$ cat config.mk
export PLATFORM = sky130hd
export DESIGN_NAME = transceiver_ctrl
export DESIGN_NICKNAME = d
export VERILOG_FILES = /design/src/rtl/transceiver_ctrl_pkg.sv /design/src/rtl/ctrl_byte_fifo.sv /design/src/rtl/transceiver_ctrl.sv
export SDC_FILE = /design/constraint.sdc
export NUM_CORES = 1
export LEC_CHECK = 0
export BUFFER_PORTS_ARGS = -buffer_cell sky130_fd_sc_hd__clkbuf_2
export CORE_UTILIZATION = 52
export CTS_CLUSTER_DIAMETER = 150
export DETAILED_ROUTE_END_ITERATION = 8
export PLACE_DENSITY = 0.72
export SKIP_LAST_GASP = 1
export SYNTH_ARGS = -nofsm -noshare
export SYNTH_HDL_FRONTEND = slang
export SYNTH_HIERARCHICAL = 1
export SYNTH_SLANG_ARGS = --single-unit
$ cat constraint.sdc
create_clock -name clk -period 2.7 [get_ports clk]
set_input_delay 0.54 -clock clk [delete_from_list [all_inputs] [get_ports clk]]
set_output_delay 0.54 -clock clk [all_outputs]
set_load 0.02 [all_outputs]
$ cat src/rtl/transceiver_ctrl_pkg.sv
// Shared definitions for the transceiver sequencing controller: state encodings
// and constants used by transceiver_ctrl and its byte FIFO.
package transceiver_ctrl_pkg;

  typedef enum logic [2:0] {
    ST_IDLE     = 3'd0,
    ST_LOAD     = 3'd1,
    ST_SEND     = 3'd2,
    ST_GAP      = 3'd3,
    ST_PREAMBLE = 3'd4
  } state_e;

  localparam logic [7:0] PREAMBLE_BYTE = 8'hAA;
  localparam int         DROP_CNT_W    = 8;

endpackage

$ cat src/rtl/ctrl_byte_fifo.sv
// Small synchronous byte queue; pointers carry an extra MSB to tell full from empty.
// A pop in the same cycle frees a slot, so a push on a full queue is accepted then.
module ctrl_byte_fifo #(
  parameter int WIDTH = 8,
  parameter int DEPTH = 4
) (
  input  logic             clk,
  input  logic             arst,
  input  logic             push,
  input  logic             pop,
  input  logic [WIDTH-1:0] din,
  output logic [WIDTH-1:0] dout,
  output logic             full,
  output logic             empty
);

  localparam int AW = $clog2(DEPTH);

  logic [AW:0]      wr_ptr_q;
  logic [AW:0]      rd_ptr_q;
  logic [WIDTH-1:0] mem_q [DEPTH];
  logic             do_push;
  logic             do_pop;

  assign empty   = (wr_ptr_q == rd_ptr_q);
  assign full    = (wr_ptr_q[AW] != rd_ptr_q[AW]) &&
                   (wr_ptr_q[AW-1:0] == rd_ptr_q[AW-1:0]);
  assign do_pop  = pop && !empty;
  assign do_push = push && (!full || do_pop);
  assign dout    = mem_q[rd_ptr_q[AW-1:0]];

  always_ff @(posedge clk or negedge arst) begin
    if (!arst) begin
      wr_ptr_q <= '0;
      rd_ptr_q <= '0;
    end else begin
      if (do_push) wr_ptr_q <= wr_ptr_q + 1'b1;
      if (do_pop)  rd_ptr_q <= rd_ptr_q + 1'b1;
    end
  end

  always_ff @(posedge clk) begin
    if (do_push) mem_q[wr_ptr_q[AW-1:0]] <= din;
  end

endmodule

$ cat src/rtl/transceiver_ctrl.sv
// Queues good received bytes and drives the BPSK modulator one byte at a time.
// Define TRANSCEIVER_CTRL_PREAMBLE_EN to send a 0xAA preamble before the first byte after idle.
//
// state    | meaning
// IDLE     | queue empty, modulator off
// LOAD     | pop queue head into mod_byte, clear counters
// PREAMBLE | modulator on with 0xAA (optional, first byte after idle only)
// SEND     | modulator on, SYM_CYCLES cycles per bit for DATA_WIDTH bits
// GAP      | modulator off for GAP_CYCLES cycles
module transceiver_ctrl
  import transceiver_ctrl_pkg::*;
#(
  parameter int DATA_WIDTH = 8,
  parameter int SYM_CYCLES = 16,
  parameter int FIFO_DEPTH = 4,
  parameter int GAP_CYCLES = 4
) (
  input  logic                  clk,
  input  logic                  arst,
  input  logic                  rx_done,
  input  logic [DATA_WIDTH-1:0] rx_byte,
  input  logic                  dec_err,
  output logic                  mod_en,
  output logic [DATA_WIDTH-1:0] mod_byte,
  output logic                  busy,
  output logic                  fifo_full,
  output logic [DROP_CNT_W-1:0] drop_cnt
);

  localparam int CNT_MAX = (SYM_CYCLES > GAP_CYCLES) ? SYM_CYCLES : GAP_CYCLES;
  localparam int CW      = $clog2(CNT_MAX + 1);
  localparam int BW      = $clog2(DATA_WIDTH + 1);
  localparam logic [CW-1:0] SYM_LAST = CW'(SYM_CYCLES - 1);
  localparam logic [CW-1:0] GAP_LAST = CW'(GAP_CYCLES - 1);
  localparam logic [BW-1:0] BIT_LAST = BW'(DATA_WIDTH - 1);

  state_e                  state_q, state_d;
  logic [CW-1:0]           cyc_q, cyc_d;
  logic [BW-1:0]           bit_q, bit_d;
  logic [DATA_WIDTH-1:0]   mod_byte_q, mod_byte_d;
  logic [DROP_CNT_W-1:0]   drop_q, drop_d;
  logic                    fifo_push, fifo_pop, fifo_empty, drop;
  logic [DATA_WIDTH-1:0]   fifo_dout;
`ifdef TRANSCEIVER_CTRL_PREAMBLE_EN
  logic [DATA_WIDTH-1:0]   hold_q, hold_d;
  logic                    from_idle_q, from_idle_d;
`endif

  ctrl_byte_fifo #(
    .WIDTH (DATA_WIDTH),
    .DEPTH (FIFO_DEPTH)
  ) u_fifo (
    .clk   (clk),
    .arst  (arst),
    .push  (fifo_push),
    .pop   (fifo_pop),
    .din   (rx_byte),
    .dout  (fifo_dout),
    .full  (fifo_full),
    .empty (fifo_empty)
  );

  // A full queue only rejects when the controller is not popping this same cycle.
  assign fifo_push = rx_done && !dec_err;
  assign drop      = rx_done && (dec_err || (fifo_full && !fifo_pop));
  assign drop_d    = (drop && (drop_q != '1)) ? drop_q + 1'b1 : drop_q;

  always_ff @(posedge clk or negedge arst) begin
    if (!arst) begin
      state_q     <= ST_IDLE;
      cyc_q       <= '0;
      bit_q       <= '0;
      mod_byte_q  <= '0;
      drop_q      <= '0;
`ifdef TRANSCEIVER_CTRL_PREAMBLE_EN
      hold_q      <= '0;
      from_idle_q <= 1'b0;
`endif
    end else begin
      state_q     <= state_d;
      cyc_q       <= cyc_d;
      bit_q       <= bit_d;
      mod_byte_q  <= mod_byte_d;
      drop_q      <= drop_d;
`ifdef TRANSCEIVER_CTRL_PREAMBLE_EN
      hold_q      <= hold_d;
      from_idle_q <= from_idle_d;
`endif
    end
  end

  always_comb begin
    state_d     = state_q;
    cyc_d       = cyc_q;
    bit_d       = bit_q;
    mod_byte_d  = mod_byte_q;
`ifdef TRANSCEIVER_CTRL_PREAMBLE_EN
    hold_d      = hold_q;
    from_idle_d = from_idle_q;
`endif
    unique case (state_q)
      ST_IDLE: begin
        if (!fifo_empty) state_d = ST_LOAD;
`ifdef TRANSCEIVER_CTRL_PREAMBLE_EN
        from_idle_d = 1'b1;
`endif
      end
      ST_LOAD: begin
        cyc_d = '0;
        bit_d = '0;
`ifdef TRANSCEIVER_CTRL_PREAMBLE_EN
        if (from_idle_q) begin
          hold_d     = fifo_dout;
          mod_byte_d = DATA_WIDTH'(PREAMBLE_BYTE);
          state_d    = ST_PREAMBLE;
        end else begin
          mod_byte_d = fifo_dout;
          state_d    = ST_SEND;
        end
`else
        mod_byte_d = fifo_dout;
        state_d    = ST_SEND;
`endif
      end
      ST_PREAMBLE, ST_SEND: begin
        if (cyc_q == SYM_LAST) begin
          cyc_d = '0;
          if (bit_q == BIT_LAST) begin
            bit_d = '0;
            if (state_q == ST_PREAMBLE) begin
              state_d = ST_SEND;
`ifdef TRANSCEIVER_CTRL_PREAMBLE_EN
              mod_byte_d = hold_q;
`endif
            end else begin
              state_d = ST_GAP;
            end
          end else begin
            bit_d = bit_q + 1'b1;
          end
        end else begin
          cyc_d = cyc_q + 1'b1;
        end
      end
      ST_GAP: begin
        if (cyc_q == GAP_LAST) begin
          cyc_d   = '0;
          state_d = fifo_empty ? ST_IDLE : ST_LOAD;
`ifdef TRANSCEIVER_CTRL_PREAMBLE_EN
          from_idle_d = 1'b0;
`endif
        end else begin
          cyc_d = cyc_q + 1'b1;
        end
      end
      default: state_d = ST_IDLE;
    endcase
  end

  always_comb begin
    mod_en   = (state_q == ST_SEND) || (state_q == ST_PREAMBLE);
    busy     = (state_q != ST_IDLE);
    fifo_pop = (state_q == ST_LOAD);
  end

  assign mod_byte = mod_byte_q;
  assign drop_cnt = drop_q;

endmodule

==> flow_summary.json <==
{
  "route.detailed.drc": 0,
  "grt_pass1_vias": 1801,
  "areaGrowthSynthToFinish_pct": 16.0,
  "holdBufCountCts": 0,
  "design_power_total_mw": 2.65,
  "core_um2": 5570,
  "wire_per_inst_um": 15.3,
  "fin_crit_sh_pct": 82.4,
  "antenna_found_initial": 0,
  "synth-edff-count": 32,
  "root_buffer": "clkbuf_8",
  "switching_power_uw": 821,
  "critPathCaptureType": "flip-flop",
  "yosys_register_bits": 65,
  "cts_sinks": 65,
  "max_freq_ghz": 0.449,
  "min_path_type": "primary input to asynchronous set/reset pin",
  "port_buffers": 30,
  "yosys_warnings": 6,
  "clk_pin_slew_ns": 0.07,
  "combPwrFrac_pct": 20.5,
  "netlist-cell-type-count": 49,
  "p_clk_share_pct": 31.6,
  "synth_top_cell_area_share_pct": 31.6,
  "worst-path-max-fanout": 5,
  "synth.avg_cell_area_um2": 13.7,
  "timing.slew.headroom_pct": 42.1,
  "yosys-top-cells-area": "edfxtp_1, dfrtp_1, mux4_2, ha_1, mux2_2",
  "yosys.area.top_type": "edfxtp_1",
  "clock_path_buffers": 2,
  "finalMaxSlewViolations": 0,
  "ios": 31,
  "p_per_area_nw_per_um2": 752,
  "first_pass_iters": 5,
  "synth_seq_area_share_pct": 58.8,
  "critPathKind": "flip-flop to flip-flop",
  "die_width_um": 78.4,
  "async_flop_share_pct": 50.8,
  "place_congestion": 0.734,
  "ys.flop_type": "dfrtp_1",
  "worstSetupStartpointType": "flip-flop",
  "grt_max_degree": 34,
  "globalRoute.totalOverflow": 0,
  "drtIter0Drc": 110,
  "ir_worst_vdd_v": 0.000567,
  "globalRouteTotalUtil_pct": 19.6,
  "cts_made_buffers": 9,
  "syn_area_um2": 3040,
  "fin_nets": 292,
  "status": "complete, no violations",
  "drive_above_1_share_pct": 30.3,
  "vias": 1878,
  "post_cts_resized": 0,
  "h-tree-depth": 3,
  "switching_share_pct": 31.0,
  "dp_hpwl_mm": 3.55,
  "start_util_pct": 54.5,
  "cp.required_ns": 2.97,
  "dieArea_um2": 6150,
  "p_seq_share_pct": 47.9,
  "fin_skew_ns": 0.0105,
  "rows": 27,
  "hold_viol": 0,
  "min_period_ns": 2.23,
  "grt_pass1_wl_mm": 8.81,
  "die_h_um": 78.4,
  "fillers": 439,
  "cts_tree": "yes",
  "leakage_nw": 1.47,
  "finalSetupTns_ns": 0,
  "num_antenna_cells": 0,
  "post_cts_buffers": 0,
  "routed_wirelength_mm": 5.24,
  "synthesis.nets": 248,
  "grt_setup_unrepaired": "false",
  "worst_pin_slew_ns": 0.869,
  "insertion_delay_ns": 0.34,
  "synth_cells": 222,
  "cap_violations": 0,
  "worstPathArrival_ns": 2.49,
  "reg2regPathDepth": 7,
  "ant_nets": 0,
  "setup_viol": 0,
  "intPower_mw": 1.83,
  "routed_via_density": 5.48
}
through the flow:
step	area [um2]	setup slack, ns	std cells	hold slack, ns	util (%)
2_1_floorplan	3040	0.130	222	0.244	-
3_3_place_gp	3320	0.587	327	0.490	59.6
3_5_place_dp	3320	0.529	327	0.497	59.6
4_1_cts	3520	0.464	343	0.326	63.2
5_1_grt	3520	0.286	343	0.349	63.2
6_report	3520	0.474	343	0.293	63.2
power by group through the flow:
stage	Clock [mW]	Combinational [mW]	Sequential [mW]
floorplan	0	0.310	1.33
CTS	0.860	0.551	1.27
finish	0.837	0.545	1.27
detailed placement	0	0.547	1.29
global route	0.908	0.607	1.29
global placement	0	0.541	1.28
layer usage:
layer  vias up  global-route usage, %  share of wire, %
met5         -                      0                 0
met1       921                   26.8                47
met3         8                   6.98               3.9
met2        37                   29.2                48
li1        912                      -                 -
met4         0                   6.67               1.6
path summary, 6_finish.rpt:
path	from	to	slack, ns
worst min-delay path	arst	mod_byte[6]$_DFFE_PN0P_	0.29
worst max-delay path	u_fifo/wr_ptr_q[1]$_DFFE_PN0P_	drop_cnt[7]$_DFFE_PN0P_	0.47
worst max register to register	u_fifo/wr_ptr_q[1]$_DFFE_PN0P_	drop_cnt[7]$_DFFE_PN0P_	0.47
max in group asynchronous	arst	drop_cnt[3]$_DFFE_PN0P_	1.84
worst min register to register	mod_byte[6]$_DFFE_PN0P_	mod_byte[6]$_DFFE_PN0P_	0.51
min in group clk	rx_byte[3]	u_fifo/mem_q[2][3]$_DFFE_PP_	0.42
critical path, stage by stage, from the launching register on:
cell and delay, ns:
dfrtp_1 0.45, xor2_2 0.17, or2_2 0.31, nor2_1 0.12, nor2b_1 0.22, o221ai_1 0.28
nor4_1 0.44, xor2_1 0.17
Yosys cell counts, types with 3 or more instances:
cell	number
dfrtp_1	33
edfxtp_1	32
nand2_1	18
ha_1	14
inv_1	13
mux2_2	11
nor2_1	10
mux4_2	8
xor2_1	7
a21oi_1	6
nor3_1	6
o21ai_0	6
nand3_1	5
clkbuf_1	4
nor4_1	4
xnor2_1	3
state kept, by name, indices dropped and copies added (netlist names):
signal,count
drop_cnt,8
cyc_q,5
state_q,2
u_fifo/mem_q,32
u_fifo/rd_ptr_q,3
u_fifo/wr_ptr_q,3
bit_q,4
mod_byte,8
placed cells by master, fill, tap and decap left out, types with 2 or more instances in the layout:
cell type   count
mux2_1          2
o31ai_1         2
nand3_1         5
o211ai_1        2
o21ai_0         6
o41ai_1         2
a21o_1          2
mux4_2          8
o21a_1          2
clkinvlp_4      2
xor2_1          7
nand2_1        18
a21oi_1         6
mux2_2         11
nor3_1          6
nand2b_1        2
clkbuf_2       30
edfxtp_1       32
ha_1           14
buf_4          10
nor4_1          4
dfrtp_1        33
nor2b_1         2
inv_1          13
nor2_1         10
xnor2_1         3
clkbuf_8       10
final cells by class:
class	instances	area (um2)	share of cell area (%)
multi-input combinational	137	1170	33.2
clock buffer	10	138	3.90
tap	72	90.1	2.56
timing repair buffer	40	225	6.39
sequential	65	1790	50.7
clock inverter	6	66.3	1.88
inverter	13	48.8	1.38
cells by family after synthesis:
kind of cell             synth area share [%]
multiplexers                             11.6
AO/OA/AOI/OAI                            8.48
buffers and inverters                    2.68
XOR/XNOR                                 3.42
AND/OR/NAND/NOR                          9.27
flip-flops                               58.8
adder cells (fa/ha/maj)                  5.77
(Power assumes the default switching activity.)
